--- config.mk ---
export PLATFORM = sky130hd
export DESIGN_NAME = riscv_mmu_dbg_auth
export DESIGN_NICKNAME = d
export VERILOG_FILES = /design/src/rtl/riscv_dbg_auth_pkg.sv /design/src/rtl/riscv_dbg_timer.sv /design/src/rtl/riscv_mmu_dbg_auth.sv
export SDC_FILE = /design/constraint.sdc
export NUM_CORES = 1
export LEC_CHECK = 0
export BUFFER_PORTS_ARGS = -buffer_cell sky130_fd_sc_hd__buf_2
export CAP_MARGIN = 20
export CORE_MARGIN = 2
export CORE_UTILIZATION = 54
export CTS_BUF_LIST = sky130_fd_sc_hd__clkbuf_16
export DETAILED_ROUTE_END_ITERATION = 12
export PLACE_DENSITY = 0.77
export SLEW_MARGIN = 15
export SYNTH_ARGS = -nofsm -noshare
export SYNTH_HDL_FRONTEND = slang
export SYNTH_SLANG_ARGS = --single-unit
--- constraint.sdc ---
create_clock -name clk_i -period 2.7 [get_ports clk_i]
set_clock_uncertainty 0.2 [all_clocks]
set_input_delay 0.27 -clock clk_i [delete_from_list [all_inputs] [get_ports clk_i]]
set_output_delay 0.27 -clock clk_i [all_outputs]
set_load 0.01 [all_outputs]
--- src/rtl/riscv_dbg_auth_pkg.sv ---
// Shared types and constants for the MMU debug-unlock authenticator.
package riscv_dbg_auth_pkg;

    // Fetch privilege encodings as seen on priv_i.
    localparam logic [1:0] PRIV_USER    = 2'd0;
    localparam logic [1:0] PRIV_SUPER   = 2'd1;
    localparam logic [1:0] PRIV_MACHINE = 2'd3;

    // Key the block unlocks with unless overridden at instantiation.
    localparam logic [31:0] DBG_KEY_DEFAULT = 32'hA5C3_0F1E;

    // Fail counter width; MAX_FAIL tops out at 15.
    localparam int FAIL_W = 4;

    typedef enum logic [1:0] {
        IDLE   = 2'd0,
        CHECK  = 2'd1,
        ACTIVE = 2'd2,
        LOCKED = 2'd3
    } dbg_state_e;

    // Completion response returned to the requester.
    typedef struct packed {
        logic ack;
        logic ok;
    } dbg_rsp_t;

    // Bits needed to hold a count of v (at least 1).
    function automatic int cnt_width(input int v);
        int w;
        w = $clog2(v + 1);
        return (w < 1) ? 1 : w;
    endfunction

endpackage

--- src/rtl/riscv_dbg_timer.sv ---
// Loadable down-counter shared by the lockout and session timers.
// zero_o flags an empty counter; last_o flags the final counted cycle so the
// owner can leave its state on the same edge the count reaches zero.
module riscv_dbg_timer #(
    parameter int W = 16
) (
    input  logic         clk_i,
    input  logic         rst_ni,
    input  logic         load_i,
    input  logic [W-1:0] load_val_i,
    input  logic         en_i,
    output logic         zero_o,
    output logic         last_o
);

    logic [W-1:0] cnt_q;

    // Load has priority; decrement saturates at zero.
    always_ff @(posedge clk_i or negedge rst_ni) begin
        if (!rst_ni) begin
            cnt_q <= '0;
        end else if (load_i) begin
            cnt_q <= load_val_i;
        end else if (en_i && (cnt_q != '0)) begin
            cnt_q <= cnt_q - 1'b1;
        end
    end

    assign zero_o = (cnt_q == '0);
    assign last_o = (cnt_q == W'(1));

endmodule

--- src/rtl/riscv_mmu_dbg_auth.sv ---
// Debug-unlock authenticator feeding the MMU debug override and supervisor
// qualifier. A rising edge on dbg_req_i starts a key check; a match opens a
// debug session, MAX_FAIL consecutive mismatches lock the port for
// LOCKOUT_CYCLES clocks.
// Optional feature: define RISCV_DBG_SESSION_TIMEOUT_EN to end sessions
// automatically after TIMEOUT_CYCLES clocks.
module riscv_mmu_dbg_auth
    import riscv_dbg_auth_pkg::*;
#(
    parameter logic [31:0] DBG_KEY        = DBG_KEY_DEFAULT,
    parameter int          MAX_FAIL       = 3,
    parameter int          LOCKOUT_CYCLES = 1024,
    parameter int          TIMEOUT_CYCLES = 4096
) (
    input  logic        clk_i,
    input  logic        rst_ni,
    input  logic        dbg_req_i,
    input  logic [31:0] dbg_key_i,
    input  logic        dbg_exit_i,
    input  logic [1:0]  priv_i,
    output logic        dbg_ack_o,
    output logic        dbg_ok_o,
    output logic        dbg_mode_o,
    output logic        supervisor_o,
    output logic        locked_o
);

    // One timer serves both lockout and session timeout (the states are
    // exclusive), so it is sized for the larger of the two loads.
    localparam int TMR_W = cnt_width((LOCKOUT_CYCLES > TIMEOUT_CYCLES) ?
                                     LOCKOUT_CYCLES : TIMEOUT_CYCLES);
    localparam logic [TMR_W-1:0] LOCK_LD = TMR_W'(LOCKOUT_CYCLES);

    dbg_state_e        state_q, state_d;
    logic              req_q;
    logic [31:0]       key_q;
    logic [FAIL_W-1:0] fail_q, fail_d;
    dbg_rsp_t          rsp_q, rsp_d;
    logic              mode_q, locked_q;
    logic              key_ld;
    logic              tmr_load, tmr_en, tmr_zero, tmr_last;
    logic [TMR_W-1:0]  tmr_val;
    logic              req_rise, key_match, sess_end;

    assign req_rise  = dbg_req_i & ~req_q;
    assign key_match = (key_q == DBG_KEY);

`ifdef RISCV_DBG_SESSION_TIMEOUT_EN
    localparam logic [TMR_W-1:0] SESS_LD = TMR_W'(TIMEOUT_CYCLES);
    assign sess_end = dbg_exit_i | tmr_last;
`else
    assign sess_end = dbg_exit_i;
`endif

    riscv_dbg_timer #(.W(TMR_W)) u_timer (
        .clk_i      (clk_i),
        .rst_ni     (rst_ni),
        .load_i     (tmr_load),
        .load_val_i (tmr_val),
        .en_i       (tmr_en),
        .zero_o     (tmr_zero),
        .last_o     (tmr_last)
    );

    // Next-state, fail counter, response and timer control.
    always_comb begin
        state_d  = state_q;
        fail_d   = fail_q;
        rsp_d    = '0;
        key_ld   = 1'b0;
        tmr_load = 1'b0;
        tmr_val  = '0;
        tmr_en   = 1'b0;
        unique case (state_q)
            IDLE: begin
                if (req_rise) begin
                    key_ld  = 1'b1;
                    state_d = CHECK;
                end
            end
            CHECK: begin
                rsp_d.ack = 1'b1;
                rsp_d.ok  = key_match;
                if (key_match) begin
                    state_d = ACTIVE;
                    fail_d  = '0;
`ifdef RISCV_DBG_SESSION_TIMEOUT_EN
                    tmr_load = 1'b1;
                    tmr_val  = SESS_LD;
`endif
                end else if (fail_q == FAIL_W'(MAX_FAIL - 1)) begin
                    state_d  = LOCKED;
                    fail_d   = FAIL_W'(MAX_FAIL);
                    tmr_load = 1'b1;
                    tmr_val  = LOCK_LD;
                end else begin
                    state_d = IDLE;
                    fail_d  = fail_q + 1'b1;
                end
            end
            ACTIVE: begin
`ifdef RISCV_DBG_SESSION_TIMEOUT_EN
                tmr_en = 1'b1;
`endif
                // Session end beats a simultaneous request, which is dropped.
                if (sess_end) begin
                    state_d = IDLE;
                end else if (req_rise) begin
                    rsp_d.ack = 1'b1;
                    rsp_d.ok  = 1'b1;
                end
            end
            LOCKED: begin
                tmr_en = 1'b1;
                // Requests are refused without touching the key or counter.
                if (req_rise) begin
                    rsp_d.ack = 1'b1;
                end
                if (tmr_last || tmr_zero) begin
                    state_d = IDLE;
                    fail_d  = '0;
                end
            end
            default: state_d = IDLE;
        endcase
    end

    // State, edge detect, key capture and registered outputs.
    always_ff @(posedge clk_i or negedge rst_ni) begin
        if (!rst_ni) begin
            state_q  <= IDLE;
            req_q    <= 1'b0;
            key_q    <= '0;
            fail_q   <= '0;
            rsp_q    <= '0;
            mode_q   <= 1'b0;
            locked_q <= 1'b0;
        end else begin
            state_q  <= state_d;
            req_q    <= dbg_req_i;
            fail_q   <= fail_d;
            rsp_q    <= rsp_d;
            mode_q   <= (state_d == ACTIVE);
            locked_q <= (state_d == LOCKED);
            if (key_ld) begin
                key_q <= dbg_key_i;
            end
        end
    end

    assign dbg_ack_o    = rsp_q.ack;
    assign dbg_ok_o     = rsp_q.ok;
    assign dbg_mode_o   = mode_q;
    assign locked_o     = locked_q;
    assign supervisor_o = (priv_i == PRIV_SUPER) | mode_q;

endmodule

==> metrics.yaml, run 1 <==
hold_depth: 2
cts_num_sinks: 56
wire_per_inst_um: 14.4
nets: 310
numCtsBuffers: 5
ys_warn_count: 0
tightestPinTransition_ps: 669
vias: 1776
synth_top_area_frac: 0.533
drt-met1-wl_um: 2160
hpwl_um: 3430
initial_utilization: 0.557
path_clk_slew_ps: 70
place_congestion: 0.763
critPathKind: "flop to flop"
status: "finished clean"
die_width_um: 73.8
first_pass_iters: 4
cp_data_arrival_time_ps: 2320
end_kind: "flop"
synthesis.area_mm2: 0.00263
dp_slack_ps: 341
antenna_left: 0
synth-seq-cells: 56
antenna_found_initial: 0
yosysUniqueCellTypes: 47
multi_input_comb_area_mm2: 0.00118
seq_area_frac_synth: 0.533
drtIter0Drc: 115
clock_latency_ps: 290
power_uw: 3250
globalRouteOverflowTotal: 0
leakage_uw: 0.00147
cp-start-kind: "flop"
synth.top_cells.by_area: "dfrtp_1 53%, mux2_2 14%, ha_1 4.8%"
synth_fp_nets: 260
synth_top_flop_cell: "dfrtp_1"
yosysTopAreaCell: "dfrtp_1"
die_area_mm2: 0.00544
clock_path_buffers: 2
syn_inst: 212
register_area_mm2: 0.00140
setup_ws_ps: 360
critPathRequiredTime_ps: 2680
gr-usage-all-layers: 0.195
powerDensity_mw_per_mm2: 1050
finalHoldViolations: 0
io_buffers: 42
cts_root_buffer: "clkbuf_16"
crit_path_max_fanout: 14
fin_crit_sh: 0.867
syn_avg_cell_area_um2: 12.4
cts_max_level: 2
ir_worst_vdd_mv: 0.564
slew_headroom: 0.551
remaining_drc_errors: 0
routed.top_layer: "met4"
tns_ps: 0
postCtsSetupBuffers: 0
fill_cells: 357
ys_top_cells_by_count: "56 x dfrtp_1, 33 x mux2_2, 14 x nor2_1"
drv_cap: 0
drv_slew: 0
synth-edff-count: 0
period_minus_slack_ps: 2340
rr_worst_depth: 5
wl_um: 4740
grt_pass1_wl_um: 8030
wl_met3_um: 154
fmax_ghz: 0.427
hp-class: "input port to flop"
postSynth.asyncResetShare: 1.00
yosysMostFrequentCell: "dfrtp_1"
diodes: 0
areaGrowthSynthToFinish_pct: 18.3
met2_length_um: 2360
layout-drive-gt1-share: 0.357
rsz0062_at_grt: "no"
io_pins: 43
core_area_mm2: 0.00472
std_cell_rows: 25
grt_max_degree: 33
die_y_um: 73.8
cts_tree: "yes"
finalSetupViolations: 0
via_per_inst: 5.38
grt_pass1_vias: 1776
## cell type report
class	count	area share
flip-flops and latches	56	0.451
multi-input cells	144	0.380
repair buffers	47	0.0853
clock buffers	5	0.0402
well taps	67	0.0270
inverters	8	0.00965
clock inverters	3	0.00724
## state kept, by name, indices dropped and copies added, names as in the netlist
name	cells
dbg_mode_o	1
key_q	32
u_timer.cnt_q	13
fail_q	4
dbg_ack_o	1
req_q	1
dbg_ok_o	1
state_q	2
locked_o	1
## cell usage in the layout, fill, tap and decap left out, drive strengths merged, types with 3 or more instances in the layout
cell / count
nor2: 14
nand3: 4
or2: 4
clkinv: 3
dfrtp: 56
clkbuf: 5
nor3: 5
inv: 8
nor4b: 4
a21oi: 4
mux2: 33
nor4: 4
ha: 10
a21o: 3
nand4: 3
nand2: 7
buf: 45
o21ai: 4
xor2: 8
nor2b: 4
## power breakdown
group	switching [uW]	internal, uW	leakage [uW]
registers	281	1230	0.000687
clock network	299	348	0.0000742
logic	508	592	0.000705
## timing repair
action / CTS / global route
gates resized for setup: 0 / 0
hold endpoints to repair: 27 / 0
hold buffers: 2 / 0
## cells by family (layout without fill, tap and decap cells)
family | after synthesis | count (layout) | share of synthesized area
and+or+nand+nor | 63 | 63 | 0.148
AOI/OAI and AO/OA | 27 | 27 | 0.0757
adders and majority gates | 10 | 10 | 0.0476
DFF | 56 | 56 | 0.533
muxes | 34 | 34 | 0.145
buffers and inverters | 12 | 63 | 0.0171
xor gates and xnor gates | 10 | 10 | 0.0333
## per-stage QoR
step	cells	hold WS, ps	instance area [um2]	utilization
2_1_floorplan	212	-226	2630	-
3_3_place_gp	320	118	2940	0.623
3_5_place_dp	320	134	2940	0.623
4_1_cts	330	0.440	3110	0.659
5_1_grt	330	1.09	3110	0.659
6_report	330	3.01	3110	0.659
## routing by layer
metal,vias up,GRT usage
met3,6,0.0453
met4,0,0.0626
li1,865,-
met1,873,0.254
met2,32,0.321
met5,-,0
## path summary, 6_finish.rpt
kind	slack (ps)	start	end
setup / recovery	360	key_q[19]	locked_o
hold / removal	3	dbg_key_i[17]	key_q[17]
setup reg to reg	360	key_q[19]	locked_o
hold reg to reg	310	key_q[20]	key_q[20]
max in group asynchronous	1410	rst_ni	key_q[14]
min in group asynchronous	320	rst_ni	key_q[23]
## critical path: stages (launching register included)
cell and delay [ps]:
dfrtp_1 380, nor4b_1 360, nand4_1 290, o211a_1 480, a211o_1 380, and2_1 140
Power figures use the tool's default switching activity.
==> run 2, diff against run 1 <==
--- a/config.mk
+++ b/config.mk
@@ -8,5 +8,4 @@
 export BUFFER_PORTS_ARGS = -buffer_cell sky130_fd_sc_hd__buf_2
 export CAP_MARGIN = 20
-export CORE_MARGIN = 2
 export CORE_UTILIZATION = 54
 export CTS_BUF_LIST = sky130_fd_sc_hd__clkbuf_16
==> constraint.sdc (replaced) <==
create_clock -name clk_i -period 2.7 [get_ports clk_i]
set_clock_uncertainty 0.2 [all_clocks]
set_input_delay 0.405 -clock clk_i [delete_from_list [all_inputs] [get_ports clk_i]]
set_output_delay 0.405 -clock clk_i [all_outputs]
set_load 0.01 [all_outputs]
==> metrics.yaml, run 2 (synthesized netlist as in run 1, its figures left out) <==
setup_ws_ps: 380
ir_worst_vdd_mv: 0.624
multi_input_comb_area_mm2: 0.00118
top_regs: "key_q x32, u_timer.cnt_q x13, fail_q x4"
io_buffers: 42
drv_slew: 0
worstReg2RegEnd: "locked_o"
die_width_um: 71.8
finalSetupViolations: 0
finalHoldViolations: 0
crit_path_cell_trace: "nor4b_1, nand4_1, o211a_1, a211o_1, and2_1"
std_cell_rows: 25
antenna_left: 0
grt_max_degree: 35
cts_root_buffer: "clkbuf_16"
drtIter0Drc: 107
grt_pass1_wl_um: 8050
crit_path_max_fanout: 14
nets: 311
status: "finished clean"
crit_start: "key_q[5]"
antenna_found_initial: 0
cp_data_arrival_time_ps: 2300
path_clk_slew_ps: 70
areaGrowthSynthToFinish_pct: 18.2
globalRouteOverflowTotal: 0
register_area_mm2: 0.00140
place_congestion: 0.769
whs_ps: 33.1
tightestPinTransition_ps: 722
tns_ps: 0
cp_slowest_cell: "o211a_1"
cts_max_level: 2
clock_latency_ps: 290
r2r_start: "key_q[5]"
min_from: "dbg_req_i"
dp_slack_ps: 397
gr-usage-all-layers: 0.205
via_per_inst: 5.57
wl_um: 4700
grt_pass1_vias: 1797
cp-start-kind: "flop"
leakage_uw: 0.00147
largest_reg_flops: 32
layout-drive-gt1-share: 0.360
postCtsSetupBuffers: 0
remaining_drc_errors: 0
die_y_um: 71.8
powerDensity_mw_per_mm2: 1070
regMostFlops: "key_q"
final_common_cell: "dfrtp_1"
critPathKind: "flop to flop"
slew_headroom: 0.519
hp-class: "input port to flop"
worst_path_largest_cell_delay_ps: 470
rsz0062_at_grt: "no"
crit_end: "locked_o"
core_area_mm2: 0.00469
numCtsBuffers: 5
cts_tree: "yes"
fill_cells: 367
die_area_mm2: 0.00515
first_pass_iters: 4
wire_per_inst_um: 14.8
end_kind: "flop"
initial_utilization: 0.560
period_minus_slack_ps: 2320
critPathRequiredTime_ps: 2680
diodes: 0
drv_cap: 0
rr_worst_depth: 5
io_pins: 43
fin_crit_sh: 0.859
fmax_ghz: 0.431
cts_num_sinks: 56
clock_path_buffers: 2
rrSetupSlack_ps: 380
vias: 1770
final_cell_mix: "56 x dfrtp_1, 42 x buf_2, 33 x mux2_2, 14 x nor2_1, 10 x ha_1"
hpwl_um: 3390
## run 2: changes by cell type in the layout (fill, tap and decap cells not counted), sizes merged
cell         delta
buf             +2
bufinv          +1
dlygate4sd3     -1
inv             -1
## run 2: worst min-delay path by stage
stage                      endpoint  cells past startpoint  slack [ps]
after global placement     key_q[8]                      1         280
after floorplan           dbg_ack_o                      0         -90
after CTS                     req_q                      1          30
after detailed placement  key_q[24]                      1         290
after global routing          req_q                      1          30
final                         req_q                      1          30
## run 2: cell type report
cell class / instances / share of cell area
clock inverters: 3 / 0.0137
repair buffers: 48 / 0.0830
flip-flops and latches: 56 / 0.451
multi-input cells: 144 / 0.381
well taps: 54 / 0.0217
clock buffers: 5 / 0.0403
inverters: 8 / 0.00967
## run 2: report_power, final
group	leakage [uW]	total, uW	internal (uW)	switching (uW)
logic	0.000705	1100	593	511
clock network	0.0000814	713	436	277
registers	0.000687	1510	1230	279
total	0.00147	3320	2250	1070
## run 2: per-stage QoR
step                      power, uW   util  cells  instance area [um2]
after floorplan                2300      -    212                 2630
after global placement         2560  0.624    309                 2930
after detailed placement       2620  0.624    309                 2930
after CTS                      3350  0.662    318                 3110
after global routing           3560  0.662    318                 3110
final                          3320  0.662    318                 3110
## run 2: critical path, delay by kind of cell, from the launching register on
| kind | cells | cell delay, ps |
|---|---|---|
| AND/OR/NAND/NOR | 3 | 770 |
| AO/OA/AOI/OAI | 2 | 860 |
| flip-flops | 1 | 390 |
## run 2: repair_timing
action,CTS,global route
hold buffers,1,0
hold endpoints to repair,32,0
resized for setup,0,0
## run 2: routing by layer
metal / global-route usage / vias up / routed length (um)
li1: - / 868 / -
met1: 0.266 / 854 / 2190
met2: 0.330 / 42 / 2260
met3: 0.0577 / 6 / 185
met4: 0.0741 / 0 / 57
met5: 0 / - / 0
==> run 3, diff against run 2 <==
- MAX_ROUTING_LAYER: not set -> met4
==> metrics.yaml, run 3 (synthesized netlist as in run 1, its figures left out) <==
status: "finished clean"
path_clk_slew_ps: 70
comb_power_share: 0.333
tightestPinTransition_ps: 740
globalRouteOverflowTotal: 0
nets: 311
slew_headroom: 0.503
core_area_mm2: 0.00469
worst_path_largest_cell_delay_ps: 470
areaGrowthSynthToFinish_pct: 18.2
worstReg2RegEnd: "locked_o"
cts_max_level: 2
final_cell_mix: "56 x dfrtp_1, 42 x buf_2, 33 x mux2_2, 14 x nor2_1, 10 x ha_1"
initial_utilization: 0.560
drv_cap: 0
r2r_start: "key_q[5]"
fill_cells: 367
cp_num_cells: 5
first_pass_iters: 4
rsz0062_at_grt: "no"
pwr-share-seq: 0.453
antenna_left: 0
finalSetupViolations: 0
fmax_ghz: 0.430
remaining_drc_errors: 0
numCtsBuffers: 5
intPower_uw: 2250
cts_root_buffer: "clkbuf_16"
vias: 1782
crit_path_max_fanout: 14
power.switching_uw: 1070
gr-max-usage-layer: "met2"
die_width_um: 71.8
regMostFlops: "key_q"
tns_ps: 0
largest_reg_flops: 32
final_common_cell: "dfrtp_1"
hpwl_um: 3390
hold_depth: 1
clock_path_buffers: 2
finalHoldViolations: 0
leakage_uw: 0.00147
top_regs: "key_q x32, u_timer.cnt_q x13, fail_q x4"
rrSetupSlack_ps: 380
rr_worst_depth: 5
end_kind: "flop"
cts_tree: "yes"
antenna_found_initial: 0
hp-class: "input port to flop"
diodes: 0
grtUsageMet3: 0.0549
cp_data_arrival_time_ps: 2300
powerDensity_mw_per_mm2: 1070
grt_pass1_wl_um: 8050
cts_resized: 0
io_buffers: 42
critPathKind: "flop to flop"
grt_max_degree: 35
clock_latency_ps: 290
die_y_um: 71.8
cts_num_sinks: 56
drv_slew: 0
critPathRequiredTime_ps: 2680
min_from: "dbg_req_i"
cp-start-kind: "flop"
gr-usage-met1: 0.268
grt_use_met2: 0.331
grt_pass1_vias: 1788
die_area_mm2: 0.00515
drtIter0Drc: 108
gr-usage-all-layers: 0.211
via_per_inst: 5.60
crit_path_cell_trace: "nor4b_1, nand4_1, o211a_1, a211o_1, and2_1"
swShare: 0.322
place_congestion: 0.780
final_cell_area_mm2: 0.00311
ir_worst_vdd_mv: 0.623
crit_family: "compound AO/OA/AOI/OAI gates"
fin_crit_sh: 0.860
clkPwrFrac: 0.214
cp_slowest_cell: "o211a_1"
placed_area_mm2: 0.00293
wire_per_inst_um: 14.8
crit_buf_inv: 0
wl_um: 4700
io_pins: 43
min_to: "req_q"
layout-drive-gt1-share: 0.360
std_cell_rows: 25
period_minus_slack_ps: 2320
[run 3: cell counts in the layout (fill, tap and decap cells not counted)]
Identical to the previous run, type by type.
[run 3: area by class of cell]
class | instances | area (um2) | area share
Clock buffer | 5 | 125 | 0.0403
Multi-Input combinational cell | 144 | 1180 | 0.381
Timing Repair Buffer | 48 | 258 | 0.0830
Clock inverter | 3 | 42.5 | 0.0137
Sequential cell | 56 | 1400 | 0.451
Inverter | 8 | 30.0 | 0.00967
Tap cell | 54 | 67.6 | 0.0217
[run 3: worst max-delay path by stage]
stage	to	start	slack (ps)
5_1_grt	locked_o	key_q[6]	200
6_report	locked_o	key_q[5]	380
4_1_cts	locked_o	key_q[5]	340
3_3_place_gp	locked_o	key_q[19]	410
2_1_floorplan	u_timer.cnt_q[10]	u_timer.cnt_q[4]	630
3_5_place_dp	locked_o	key_q[19]	400
[run 3: stage by stage]
| stage | hold WS [ps] | utilization | worst slack, ps | instances | total power [uW] |
|---|---|---|---|---|---|
| after floorplan | -90.6 | - | 627 | 212 | 2300 |
| after global placement | 283 | 0.624 | 412 | 309 | 2560 |
| after detailed placement | 287 | 0.624 | 397 | 309 | 2620 |
| after CTS | 28.3 | 0.662 | 339 | 318 | 3350 |
| after global routing | 26.8 | 0.662 | 197 | 318 | 3560 |
| final | 33.4 | 0.662 | 377 | 318 | 3320 |
[run 3: routing by layer]
| layer | vias up | share of wire | routed length (um) |
|---|---|---|---|
| li1 | 868 | - | - |
| met1 | 867 | 0.47 | 2200 |
| met2 | 41 | 0.48 | 2280 |
| met3 | 6 | 0.035 | 164 |
| met4 | 0 | 0.012 | 57 |
| met5 | - | 0 | 0 |
[run 3: power groups by stage]
stage | Combinational (uW) | Sequential [uW] | Clock, uW
final | 1110 | 1510 | 713
after global routing | 1240 | 1550 | 762
after CTS | 1110 | 1510 | 729
after detailed placement | 1100 | 1510 | 0
after global placement | 1060 | 1500 | 0
after floorplan | 852 | 1450 | 0
[run 3: timing repair]
action                    in CTS  in global routing
hold buffers                   1                  0
buffers inserted               0                  0
hold endpoints to repair      32                  0
